## src/rtl/cordiv_seq.sv

```systemverilog
`default_nettype none
// ============================================================================
// cordiv_seq : unipolar stochastic CORDIV sequencer (LFSR stream generation,
//              warm-up flush, quotient counting). Optional abort input is
//              enabled by defining CORDIV_SEQ_ABORT_EN.
// Revision   : 1.0
// ============================================================================
module cordiv_seq #(
    parameter int unsigned      WIDTH  = 8,
    parameter int unsigned      LOGLEN = 8,
    parameter int unsigned      WARMUP = 4,
    parameter logic [WIDTH-1:0] SEED_A = 'h5A,
    parameter logic [WIDTH-1:0] SEED_B = 'hC3
) (
    input  logic              clk,
    input  logic              rst_n,
`ifdef CORDIV_SEQ_ABORT_EN
    input  logic              abort,
`endif
    input  logic              in_valid,
    output logic              in_ready,
    input  logic [WIDTH-1:0]  in_dividend,
    input  logic [WIDTH-1:0]  in_divisor,
    input  logic              in_sel,
    output logic              cd_sel,
    output logic              cd_dividend,
    output logic              cd_divisor,
    input  logic              cd_quotient,
    output logic              out_valid,
    input  logic              out_ready,
    output logic [LOGLEN:0]   out_quotient,
    output logic              out_dz,
    output logic              busy
);

    localparam logic [WIDTH-1:0]  POLY      = (WIDTH == 16) ? WIDTH'(32'hB400) : WIDTH'(32'hB8);
    localparam int                WARM_W    = $clog2(WARMUP + 1);
    localparam logic [WARM_W-1:0] WARM_LAST = WARM_W'(WARMUP);
    localparam logic [LOGLEN-1:0] RUN_LAST  = '1;
    localparam logic [LOGLEN:0]   FULL      = {1'b1, {LOGLEN{1'b0}}};

    typedef enum logic [1:0] {
        IDLE = 2'd0,
        WARM = 2'd1,
        RUN  = 2'd2,
        DONE = 2'd3
    } state_t;

    state_t            state_q,    state_d;
    logic [WIDTH-1:0]  lfsr_a_q,   lfsr_a_d;
    logic [WIDTH-1:0]  lfsr_b_q,   lfsr_b_d;
    logic [WIDTH-1:0]  dividend_q, dividend_d;
    logic [WIDTH-1:0]  divisor_q,  divisor_d;
    logic              sel_q,      sel_d;
    logic [WARM_W-1:0] warm_q,     warm_d;
    logic [LOGLEN-1:0] run_q,      run_d;
    logic [LOGLEN:0]   acc_q,      acc_d;
    logic              dz_q,       dz_d;
    logic              active;

    // Right-shifting Galois form; POLY holds the non-constant polynomial terms.
    function automatic logic [WIDTH-1:0] lfsr_step(input logic [WIDTH-1:0] x);
        return (x >> 1) ^ (x[0] ? POLY : '0);
    endfunction

    assign active       = (state_q == WARM) || (state_q == RUN);
    assign in_ready     = (state_q == IDLE);
    assign out_valid    = (state_q == DONE);
    assign busy         = active;
    assign cd_sel       = sel_q;
    assign cd_dividend  = active && (lfsr_a_q < dividend_q);
    assign cd_divisor   = active && (lfsr_b_q < divisor_q);
    assign out_quotient = acc_q;
    assign out_dz       = dz_q;

    always_comb begin
        state_d    = state_q;
        lfsr_a_d   = lfsr_a_q;
        lfsr_b_d   = lfsr_b_q;
        dividend_d = dividend_q;
        divisor_d  = divisor_q;
        sel_d      = sel_q;
        warm_d     = warm_q;
        run_d      = run_q;
        acc_d      = acc_q;
        dz_d       = dz_q;

        if (active) begin
            lfsr_a_d = lfsr_step(lfsr_a_q);
            lfsr_b_d = lfsr_step(lfsr_b_q);
        end

        case (state_q)
            IDLE: begin
                if (in_valid) begin
                    dividend_d = in_dividend;
                    divisor_d  = in_divisor;
                    sel_d      = in_sel;
                    warm_d     = '0;
                    run_d      = '0;
                    acc_d      = '0;
                    dz_d       = 1'b0;
                    if (in_divisor == '0) begin
                        acc_d   = FULL;
                        dz_d    = 1'b1;
                        state_d = DONE;
                    end else begin
                        state_d = WARM;
                    end
                end
            end
            WARM: begin
                // Only divisor-one cycles shift the divider, so only they flush it.
                if (cd_divisor) begin
                    warm_d = warm_q + WARM_W'(1);
                    if (warm_d == WARM_LAST) begin
                        state_d = RUN;
                    end
                end
            end
            RUN: begin
                acc_d = acc_q + (LOGLEN + 1)'(cd_quotient);
                run_d = run_q + LOGLEN'(1);
                if (run_q == RUN_LAST) begin
                    state_d = DONE;
                end
            end
            DONE: begin
                if (out_ready) begin
                    state_d = IDLE;
                end
            end
            default: state_d = IDLE;
        endcase

`ifdef CORDIV_SEQ_ABORT_EN
        if (abort && (state_q != IDLE)) begin
            state_d = IDLE;
        end
`endif
    end

    always_ff @(posedge clk or negedge rst_n) begin
        if (!rst_n) begin
            state_q    <= IDLE;
            lfsr_a_q   <= SEED_A;
            lfsr_b_q   <= SEED_B;
            dividend_q <= '0;
            divisor_q  <= '0;
            sel_q      <= 1'b0;
            warm_q     <= '0;
            run_q      <= '0;
            acc_q      <= '0;
            dz_q       <= 1'b0;
        end else begin
            state_q    <= state_d;
            lfsr_a_q   <= lfsr_a_d;
            lfsr_b_q   <= lfsr_b_d;
            dividend_q <= dividend_d;
            divisor_q  <= divisor_d;
            sel_q      <= sel_d;
            warm_q     <= warm_d;
            run_q      <= run_d;
            acc_q      <= acc_d;
            dz_q       <= dz_d;
        end
    end

endmodule
`default_nettype wire

```

## config.mk

```make
export PLATFORM = sky130hd
export DESIGN_NAME = cordiv_seq
export DESIGN_NICKNAME = d
export VERILOG_FILES = /design/src/rtl/cordiv_seq.sv
export SDC_FILE = /design/constraint.sdc
export NUM_CORES = 1
export LEC_CHECK = 0
export BUFFER_PORTS_ARGS = -buffer_cell sky130_fd_sc_hd__buf_2
export CAP_MARGIN = 10
export CORE_MARGIN = 5
export CORE_UTILIZATION = 58
export CTS_CLUSTER_DIAMETER = 80
export DETAILED_ROUTE_END_ITERATION = 10
export MAX_ROUTING_LAYER = met4
export PLACE_DENSITY = 0.91
export RECOVER_POWER = 100
export SLEW_MARGIN = 20
export SYNTH_ARGS = -nofsm -noshare
export SYNTH_HDL_FRONTEND = slang
export SYNTH_SLANG_ARGS = --single-unit
export TNS_END_PERCENT = 50
```

## constraint.sdc

```tcl
create_clock -name clk -period 2.2 [get_ports clk]
set_input_delay 0.11 -clock clk [delete_from_list [all_inputs] [get_ports clk]]
set_output_delay 0.11 -clock clk [all_outputs]
set_load 0.01 [all_outputs]
```

==> run metrics <==
global route overflow 0; via count 2123; hold slack 28.1 ps; worst reg2reg path endpoint run_q[7]; Fill cells 398; clock skew ~6 ps; reg-to-reg slack, setup 200 ps; clock-pin slew of the registers on the worst-case setup and hold paths approximately 100 ps; Layout Nets 353; Tcrit/Tclk final 0.964; CP Max Fanout 3; Synth-to-Final Area Change 11.9%; Critical Path AT 2010 ps; H-tree levels 2; # rows 26; clock root buffer clkbuf_8; starting density of the core 0.588; Setup crit end kind primary output; Top Ports 38; Die Wd 81.5 µm; largest net degree at the start of global routing 35; initial antenna violation count 0; via-per-instance ratio 5.60; CTS tree built; Critical Path Start Type flop; Synth Instances 267; Hold Path Class primary input to flop; Cell Count Post-Placement 370; TritonCTS buffer count 5; Final Setup Violations 0; Die Area 6640 µm²; GR Util All Layers 0.202; Max Freq 0.472 GHz; syn avg cell area 11.1 µm²; hold endpoint dividend_q[2]; Core Area between 5000 and 6000 µm²; library cells used by synthesis 46; P per Cell Area about 630 nW/µm²; WL final 5900 µm; FF-to-FF path depth 7; MaxCap Viol Count 0; vias in the first global route 2222; Sum Neg Setup Slack 0 ps; unrepaired setup endpoints after global routing no; average wire per standard cell 15.6 µm; Layout Cells excl Fill 379; worst skew pair latency 300 ps; Post-synth ARST share 1.00; worst endpoint required time 2090 ps; Final HPWL DP 4270 µm; hold_sp in_dividend[2]; Post-synth EDFFs 0; Slew Limit Headroom 0.521; Crit Path Category flop to primary output; outcome completed; ANT cells 0; Min-Delay Path Depth 2; syn nets 312; endpoints failing hold 0; Register Area 1410 µm²; Buffers on Ports 37; first-pass GRT wire length 10100 µm; synth warn 0; max-slew violations 0; worst slew pin tran 718 ps; Top FF cell, synth dfrtp_1; min Tclk post-route about 2100 ps; leak pwr 1.54 nW; #FFs+latches synth 56; ANT nets after route 0; GPL Wtd Cong 0.818; area of the mapped netlist 2960 µm²; Residual DRC 0; worst r2r src state_q[0]; area of the multi-input gates approximately 1400 µm²; share of post-route cells with drive strength above 1 0.265; # Post-CTS Setup Buffers 0; clock sink count 56; starting DRC count in detailed routing 129; register area share after synthesis 0.476; Max clock buf depth 2; drt pass-1 iters 4; peak supply drop 0.000529 V; Die Ht 81.5 µm
-- stage by stage --
step | instance area [µm²] | utilization | power, W | setup slack, ps
final | 3320 | 0.658 | 0.00207 | 79.4
after global placement | 3230 | 0.640 | 0.00142 | 247
after detailed placement | 3230 | 0.640 | 0.00144 | 71.2
after global routing | 3320 | 0.658 | 0.00218 | 18.4
after floorplan | 2960 | - | 0.00130 | 218
after CTS | 3350 | 0.664 | 0.00210 | 31.8
-- cells by family after synthesis --
logic type | share of synthesized area
muxes | 0.129
AOI/OAI and AO/OA | 0.0878
adders and majority gates | 0.0971
DFF | 0.476
and+or+nand+nor | 0.113
xor gates and xnor gates | 0.0502
buffers and inverters | 0.0464
-- worst max-delay path by stage --
stage                      startpoint           to  slack, ps  cells after the start
after floorplan            state_q[0]   state_q[0]        220                      9
after global placement     state_q[0]     run_q[5]        250                      7
after detailed placement   state_q[1]     run_q[7]         70                      7
after CTS                 lfsr_a_q[1]  cd_dividend         30                      7
after global routing      lfsr_a_q[1]  cd_dividend         20                      7
final                     lfsr_a_q[1]  cd_dividend         80                      7
-- power by group --
group / internal, W / switching (W) / total [W]
Combinational: 0.000105 / 0.000142 / 0.000247
Sequential: 0.00109 / 0.0000711 / 0.00116
Clock: 0.000337 / 0.000329 / 0.000667
-- placed cells by master (no fill, tap or decap), types with 8 or more instances in the layout --
cell type,instances
ha_1,22
inv_1,18
buf_2,23
mux2_2,29
nand2_1,16
clkbuf_1,17
a21oi_1,14
o21ai_0,9
xor2_1,10
dfstp_2,8
nor2_1,22
dfrtp_1,48
-- cell type report --
class / instances / area share
clock buffers: 5 / 0.0207
clock inverters: 3 / 0.0128
inverters: 18 / 0.0204
multi-input cells: 181 / 0.427
flip-flops and latches: 56 / 0.425
well taps: 70 / 0.0264
repair buffers: 46 / 0.0668
-- routing by layer --
layer,share of wire,track usage,up-vias
li1,-,-,1009
met1,0.42,0.241,1051
met2,0.52,0.353,51
met3,0.039,0.0351,12
met4,0.019,0.0507,0
met5,0,-,-
-- flip-flops by register name, summed over array words and instances (netlist names), 2 cells and up --
register      count
out_quotient      9
dividend_q        8
divisor_q         8
lfsr_a_q          8
lfsr_b_q          8
run_q             8
warm_q            3
state_q           2
-- worst max-delay path, stage by stage, from the launching register on --
cell and delay [ps]:
dfstp_2 560, ha_1 230, a21o_1 160, a21oi_1 150
o21ai_1 110, a211oi_2 220, o211a_1 150, buf_2 120
-- repair_timing --
item	4_1_cts	5_1_grt
hold endpoints to repair	26	0
gates resized for setup	0	5
hold buffers	1	0
endpoints found under the setup margin	0	6
-- cell usage after synthesis, types with 2 or more instances --
| cell | n | area, µm² |
|---|---|---|
| nor2b_1 | 2 | 12.5 |
| a21oi_1 | 14 | 70.1 |
| nand3_1 | 6 | 30.0 |
| ha_1 | 23 | 288 |
| buf_4 | 2 | 15.0 |
| or4_1 | 2 | 15.0 |
| nand2_1 | 16 | 60.1 |
| mux2i_1 | 3 | 30.0 |
| buf_2 | 2 | 10.0 |
| or3_1 | 2 | 12.5 |
| xnor2_1 | 7 | 61.3 |
| and3_1 | 4 | 25.0 |
| xor2_1 | 10 | 87.6 |
| dfrtp_1 | 48 | 1200 |
| mux2_2 | 30 | 338 |
| dfstp_2 | 8 | 210 |
| inv_1 | 18 | 67.6 |
| o21ai_0 | 10 | 50.1 |
| nor2_1 | 22 | 82.6 |
| a211oi_1 | 2 | 15.0 |
| clkbuf_1 | 6 | 22.5 |
| buf_6 | 2 | 22.5 |
| nand4_1 | 3 | 18.8 |
| a32o_1 | 3 | 30.0 |
Power figures use the tool's default switching activity.
